## src/rtl/con_loader_if.sv

```systemverilog
// Byte-stream and console-port bundle between con_loader and its environment.
// master: the loader side (consumes bytes, drives the console port).
// slave:  the environment side (byte source plus data memory).
interface con_loader_if #(
    parameter int ADDR_W = 11
);
    logic [7:0]        in_byte;
    logic              in_valid;
    logic              in_ready;
    logic [3:0]        con_write;
    logic [ADDR_W-1:0] con_addr;
    logic [31:0]       con_in;
    logic [31:0]       con_out;

    modport master (
        input  in_byte,
        input  in_valid,
        input  con_out,
        output in_ready,
        output con_write,
        output con_addr,
        output con_in
    );

    modport slave (
        output in_byte,
        output in_valid,
        output con_out,
        input  in_ready,
        input  con_write,
        input  con_addr,
        input  con_in
    );
endinterface

```

## src/rtl/con_loader.sv

```systemverilog
// con_loader: assembles little-endian 32-bit words from a byte stream, writes
// each word to data memory through the console port, reads it back and
// verifies it. A mismatch aborts the load and records the failing address.
module con_loader #(
    parameter int ADDR_W = 11,
    parameter int CNT_W  = 11
) (
    input  logic              CLK,
    input  logic              nrst,
    input  logic              start,
    input  logic [ADDR_W-1:0] base_addr,
    input  logic [CNT_W-1:0]  num_words,
    con_loader_if.master      bus,
    output logic              busy,
    output logic              done,
    output logic              err,
    output logic [ADDR_W-1:0] err_addr
);

    typedef enum logic [2:0] {
        S_IDLE,
        S_COLLECT,
        S_WRITE,
        S_READ,
        S_CHECK,
        S_FINISH
    } state_t;

    state_t            state_reg, state_next;
    logic [ADDR_W-1:0] addr_reg, addr_next;
    logic [CNT_W-1:0]  remaining_reg, remaining_next;
    logic [1:0]        byte_idx_reg, byte_idx_next;
    logic              err_reg, err_next;
    logic [ADDR_W-1:0] err_addr_reg, err_addr_next;

    // One register per byte lane; lanes fill in stream order (byte 0 = LSB).
    logic [7:0]        word_bytes_reg [4];
    logic [31:0]       word;
    logic              transfer;
    logic [3:0]        lane_we;

    // A byte is consumed only while collecting and the source offers one.
    assign transfer = (state_reg == S_COLLECT) && bus.in_valid;
    assign word     = {word_bytes_reg[3], word_bytes_reg[2],
                       word_bytes_reg[1], word_bytes_reg[0]};

    genvar gi;
    generate
        for (gi = 0; gi < 4; gi++) begin : g_lane
            assign lane_we[gi] = transfer && (byte_idx_reg == 2'(gi));

            // Capture the incoming byte into its lane; reset drops any partial word.
            always_ff @(posedge CLK) begin
                if (!nrst) begin
                    word_bytes_reg[gi] <= 8'h00;
                end else if (lane_we[gi]) begin
                    word_bytes_reg[gi] <= bus.in_byte;
                end
            end
        end
    endgenerate

    // State and bookkeeping registers.
    always_ff @(posedge CLK) begin
        if (!nrst) begin
            state_reg     <= S_IDLE;
            addr_reg      <= '0;
            remaining_reg <= '0;
            byte_idx_reg  <= 2'd0;
            err_reg       <= 1'b0;
            err_addr_reg  <= '0;
        end else begin
            state_reg     <= state_next;
            addr_reg      <= addr_next;
            remaining_reg <= remaining_next;
            byte_idx_reg  <= byte_idx_next;
            err_reg       <= err_next;
            err_addr_reg  <= err_addr_next;
        end
    end

    // Next-state logic and the state-decoded console/stream outputs.
    always_comb begin
        state_next     = state_reg;
        addr_next      = addr_reg;
        remaining_next = remaining_reg;
        byte_idx_next  = byte_idx_reg;
        err_next       = err_reg;
        err_addr_next  = err_addr_reg;
        bus.in_ready   = 1'b0;
        bus.con_write  = 4'h0;
        bus.con_addr   = '0;
        bus.con_in     = 32'h0;
        done           = 1'b0;

        case (state_reg)
            S_IDLE: begin
                if (start) begin
                    addr_next      = base_addr;
                    remaining_next = num_words;
                    err_next       = 1'b0;
                    byte_idx_next  = 2'd0;
                    // An empty load still reports completion through FINISH.
                    state_next     = (num_words == '0) ? S_FINISH : S_COLLECT;
                end
            end
            S_COLLECT: begin
                bus.in_ready = 1'b1;
                bus.con_addr = addr_reg;
                if (transfer) begin
                    byte_idx_next = byte_idx_reg + 2'd1;
                    if (byte_idx_reg == 2'd3) begin
                        state_next = S_WRITE;
                    end
                end
            end
            S_WRITE: begin
                bus.con_write = 4'hF;
                bus.con_addr  = addr_reg;
                bus.con_in    = word;
                state_next    = S_READ;
            end
            S_READ: begin
                // Address held one cycle so the synchronous memory returns the word.
                bus.con_addr = addr_reg;
                state_next   = S_CHECK;
            end
            S_CHECK: begin
                bus.con_addr = addr_reg;
                if (bus.con_out != word) begin
                    // Abort: the rest of the stream is left unconsumed.
                    err_next      = 1'b1;
                    err_addr_next = addr_reg;
                    state_next    = S_FINISH;
                end else begin
                    addr_next      = addr_reg + 1'b1;
                    remaining_next = remaining_reg - 1'b1;
                    if (remaining_reg == CNT_W'(1)) begin
                        state_next = S_FINISH;
                    end else begin
                        byte_idx_next = 2'd0;
                        state_next    = S_COLLECT;
                    end
                end
            end
            S_FINISH: begin
                done       = 1'b1;
                state_next = S_IDLE;
            end
            default: begin
                state_next = S_IDLE;
            end
        endcase
    end

    assign busy     = (state_reg != S_IDLE);
    assign err      = err_reg;
    assign err_addr = err_addr_reg;

endmodule

```

## src/flat_wrapper.sv

```systemverilog
// flat-port wrapper written by rule: the top's interface ports become plain ports
module con_loader_flat 
#(
    parameter int ADDR_W = 11,
    parameter int CNT_W  = 11
)
  (CLK, nrst, start, base_addr, num_words, busy, done, err, err_addr, bus_in_byte, bus_in_valid, bus_con_out, bus_in_ready, bus_con_write, bus_con_addr, bus_con_in);
  con_loader_if #(.ADDR_W(ADDR_W)) bus_i ();
  input  logic CLK;
  input  logic nrst;
  input  logic start;
  input  logic [ADDR_W-1:0] base_addr;
  input  logic [CNT_W-1:0] num_words;
  output logic busy;
  output logic done;
  output logic err;
  output logic [ADDR_W-1:0] err_addr;
  input wire logic [$bits(bus_i.in_byte)-1:0] bus_in_byte;
  input wire logic [$bits(bus_i.in_valid)-1:0] bus_in_valid;
  input wire logic [$bits(bus_i.con_out)-1:0] bus_con_out;
  output wire logic [$bits(bus_i.in_ready)-1:0] bus_in_ready;
  output wire logic [$bits(bus_i.con_write)-1:0] bus_con_write;
  output wire logic [$bits(bus_i.con_addr)-1:0] bus_con_addr;
  output wire logic [$bits(bus_i.con_in)-1:0] bus_con_in;
  assign bus_i.in_byte = bus_in_byte;
  assign bus_i.in_valid = bus_in_valid;
  assign bus_i.con_out = bus_con_out;
  assign bus_in_ready = bus_i.in_ready;
  assign bus_con_write = bus_i.con_write;
  assign bus_con_addr = bus_i.con_addr;
  assign bus_con_in = bus_i.con_in;
  con_loader #(.ADDR_W(ADDR_W), .CNT_W(CNT_W)) u_core (.CLK(CLK), .nrst(nrst), .start(start), .base_addr(base_addr), .num_words(num_words), .bus(bus_i), .busy(busy), .done(done), .err(err), .err_addr(err_addr));
endmodule
```

## config.mk

```make
export PLATFORM = sky130hd
export DESIGN_NAME = con_loader_flat
export DESIGN_NICKNAME = d
export VERILOG_FILES = /design/src/rtl/con_loader_if.sv /design/src/rtl/con_loader.sv /design/src/flat_wrapper.sv
export SDC_FILE = /design/constraint.sdc
export NUM_CORES = 1
export LEC_CHECK = 0
export CORE_UTILIZATION = 43
export DETAILED_ROUTE_END_ITERATION = 16
export PLACE_DENSITY = 0.77
export SYNTH_ARGS = -nofsm -noshare
export SYNTH_HDL_FRONTEND = slang
export SYNTH_SLANG_ARGS = --single-unit
```

## constraint.sdc

```tcl
create_clock -name CLK -period 2.2 [get_ports CLK]
set_input_delay 0.66 -clock CLK [delete_from_list [all_inputs] [get_ports CLK]]
set_output_delay 0.66 -clock CLK [all_outputs]
set_load 0.05 [all_outputs]
```

==> impl_metrics.py <==
metrics = {
    "run_status": {
        "status": "finished, violations left",
        "violations": "negative setup slack",
    },
    "timing": {
        "slew_headroom": 0.544,
        "grt_setup_unrepaired": "yes",
        "timing.final.ws_setup_ns": -0.118,
        "max_freq_ghz": 0.431,
        "worst_pin_slew_ns": 0.678,
        "fin_hold_ws_ns": 0.502,
        "hold_viol": 0,
        "setup_viol": 36,
        "fin_crit_sh": 1.05,
        "min_period_ns": 2.32,
        "fin_tns_setup_ns": -2.94,
        "slew_violations": 0,
        "clock_skew_ns": 0.0138,
    },
    "finish": {
        "drive_gt1_frac": 0.352,
        "final_cell_mix": "buf_12, nand2_1, and2_4, clkdlybuf4s50_1, dfxtp_1",
        "largest_reg_flops": 32,
        "final_core_util": 0.772,
        "syn2layout_area_growth_pct": 71.7,
        "final_common_cell": "buf_12",
        "fillers": 584,
        "stdcell_count": 761,
        "nets": 698,
    },
    "clock_tree": {
        "clkLatencyLatePin_ns": 0.35,
        "cts_buffers": 9,
        "clockRootBuffer": "clkbuf_8",
        "cts_hold_repair.buffers": 0,
        "cts_tree": "done",
        "cts_buffer_depth": 2,
        "cts_sinks": 71,
        "htreeDepth": 3,
        "clk_pin_slew_ns": 0.08,
    },
    "detailed_routing": {
        "drt_iter0_markers": 425,
        "firstDrtPassIters": 5,
        "drt.antenna.violating_nets": 0,
        "num_vias": 4370,
        "drc": 0,
        "routedWlPerCell_um": 20.5,
        "wl_mm": 15.6,
        "via_per_inst": 5.74,
    },
    "power_and_ir_drop": {
        "leakage_nw": 2.98,
        "powerDensity_nw_per_um2": 587,
        "vdd_drop_max_mv": 0.376,
        "p_total_w": 0.00424,
    },
    "logic_synthesis": {
        "ys_warn_count": 0,
        "synth-edff-count": 32,
        "netlist_instances": 457,
        "syn-cell-area_um2": 4210,
        "avgSynthCellArea_um2": 9.21,
        "seq_area_frac_synth": 0.414,
        "synthArstFlopShare": 0,
        "synth_nets": 530,
        "synth-seq-cells": 71,
        "synth.distinct_cells": 55,
        "ys.flop_type": "dfxtp_1",
    },
    "placed_design": {
        "hpwl_mm": 9.91,
        "port_buffers": 127,
        "gp_congestion": 0.866,
        "place_inst": 717,
    },
    "setup_path": {
        "cp_top_family": "buffers and inverters",
        "cp_max_fo": 9,
        "cp_slowest_stage_delay_ns": 0.40,
        "cpMostUsedCell": "buf_12",
        "critical_path_required_ns": 1.54,
        "worst_path_max_delay_cell": "dfxtp_4",
        "worstSetupPathType": "reg2out",
        "r2r_cells": 7,
        "end_kind": "output pin",
        "cp_num_cells": 5,
        "path_cells": "nor3b_4, buf_6, buf_12, and2_4, buf_12",
        "cp.buffers_inverters": 3,
        "critPathLaunchType": "flip-flop",
        "cp.arrival_ns": 1.66,
    },
    "global_routing": {
        "antenna_found_initial": 2,
        "grt_max_degree": 50,
        "grt_pass1_wl_mm": 22.8,
        "grt_pass1_vias": 4344,
        "grtUsageTotal": 0.298,
        "grt.overflow.total": 0,
    },
    "die": {
        "io_pins": 128,
        "core_um2": 9370,
        "rows": 35,
        "start_util": 0.449,
        "die_area_um2": 10200,
        "die_w_um": 101,
        "fp.dieH_um": 101,
    },
    "worst_hold_path": {
        "hold_path.class": "reg2reg",
        "min_path_cells": 2,
    },
    "job": {
        "drv_cap": 0,
    },
}
area by class of cell:
class                   count  area [µm²]  share of cell area
flip-flops and latches     71        1750               0.242
well taps                 129         161              0.0223
multi-input cells         352        2690               0.372
diodes                      2        5.00            0.000692
inverters                   6        22.5             0.00311
repair buffers            185        2400               0.332
clock buffers              11         131              0.0182
clock inverters             5        72.6              0.0100
power breakdown:
group | leakage [nW] | internal, W | total, W | switching [W]
Sequential | 0.651 | 0.00146 | 0.00158 | 0.000116
Combinational | 2.22 | 0.000759 | 0.00153 | 0.000773
Clock | 0.102 | 0.000631 | 0.00113 | 0.000502
Total | 2.98 | 0.00285 | 0.00424 | 0.00139
cell families (layout without fill, tap and decap cells):
group                      after synthesis  count (layout)  share of synthesized area
DFF                                     71              71                      0.414
buffers and inverters                   34             207                     0.0369
xor gates and xnor gates                33              33                     0.0686
AOI/OAI and AO/OA                       88              88                      0.144
and+or+nand+nor                        211             211                      0.285
other                                    0               2                          0
muxes                                   13              13                     0.0312
adders and majority gates                7               7                     0.0208
what timing repair did:
| item | in CTS | in global routing |
|---|---|---|
| cloned | 4 | 3 |
| buffers inserted | 12 | 9 |
| endpoints found under the setup margin | 82 | 81 |
| endpoints found under the hold margin | 0 | 0 |
| resized for setup | 100 | 52 |
| pin swaps | 27 | 25 |
final timing paths:
check	from	to	slack (ns)
max	u_core.state_reg[2]$_SDFFE_PN0P_	bus_con_in[18]	-0.12
max reg2reg	u_core.word_bytes_reg[2][4]$_SDFFCE_PN0P_	u_core.remaining_reg[6]$_SDFFE_PN0P_	0.05
min	u_core.remaining_reg[7]$_SDFFE_PN0P_	u_core.remaining_reg[7]$_SDFFE_PN0P_	0.50
min reg2reg	u_core.remaining_reg[7]$_SDFFE_PN0P_	u_core.remaining_reg[7]$_SDFFE_PN0P_	0.50
tightest hold or removal path, cell delays in order, from the launching register on:
cell,delay (ns)
dfxtp_1,0.33
o311ai_2,0.06
o21ai_1,0.06
routing by layer:
| metal | up-vias | global-route usage | share of wire |
|---|---|---|---|
| li1 | 1943 | - | - |
| met1 | 2108 | 0.373 | 0.38 |
| met2 | 273 | 0.507 | 0.51 |
| met3 | 46 | 0.0381 | 0.076 |
| met4 | 0 | 0.147 | 0.034 |
| met5 | - | 0 | 0 |
cell usage after synthesis, types with 2 or more instances:
master | number | area (µm²)
mux2i_1 | 12 | 120
buf_4 | 4 | 30.0
dfxtp_1 | 39 | 781
a21oi_1 | 12 | 60.1
a31oi_1 | 3 | 18.8
and2_1 | 76 | 475
o21ai_0 | 28 | 140
o311a_1 | 3 | 30.0
nand4_1 | 6 | 37.5
o221a_2 | 3 | 33.8
a31o_1 | 4 | 35.0
clkbuf_1 | 19 | 71.3
nand3b_1 | 2 | 15.0
ha_1 | 7 | 87.6
nand3_1 | 7 | 35.0
nand2_1 | 55 | 206
buf_2 | 4 | 20.0
o21ai_1 | 2 | 10.0
xor2_1 | 32 | 280
nor2b_1 | 13 | 81.3
nor3_1 | 7 | 35.0
nor2_2 | 2 | 12.5
a32o_1 | 3 | 30.0
o31ai_1 | 4 | 30.0
o211ai_1 | 7 | 52.6
o41ai_1 | 2 | 17.5
o22ai_1 | 2 | 12.5
nor4_2 | 8 | 100
nor4_1 | 7 | 43.8
a21o_1 | 2 | 15.0
nor2_1 | 13 | 48.8
edfxtp_1 | 32 | 961
and3_1 | 8 | 50.1
a21boi_1 | 2 | 15.0
inv_1 | 6 | 22.5
and4_1 | 2 | 17.5
metrics by stage:
| step | area [µm²] | setup WS, ns |
|---|---|---|
| after global placement | 6320 | -0.549 |
| after floorplan | 4230 | 0.0454 |
| after detailed placement | 6320 | -0.622 |
| after global routing | 7230 | -0.169 |
| after CTS | 7000 | -0.125 |
| final | 7230 | -0.118 |
No activity file was read; power rests on OpenSTA's default activity.
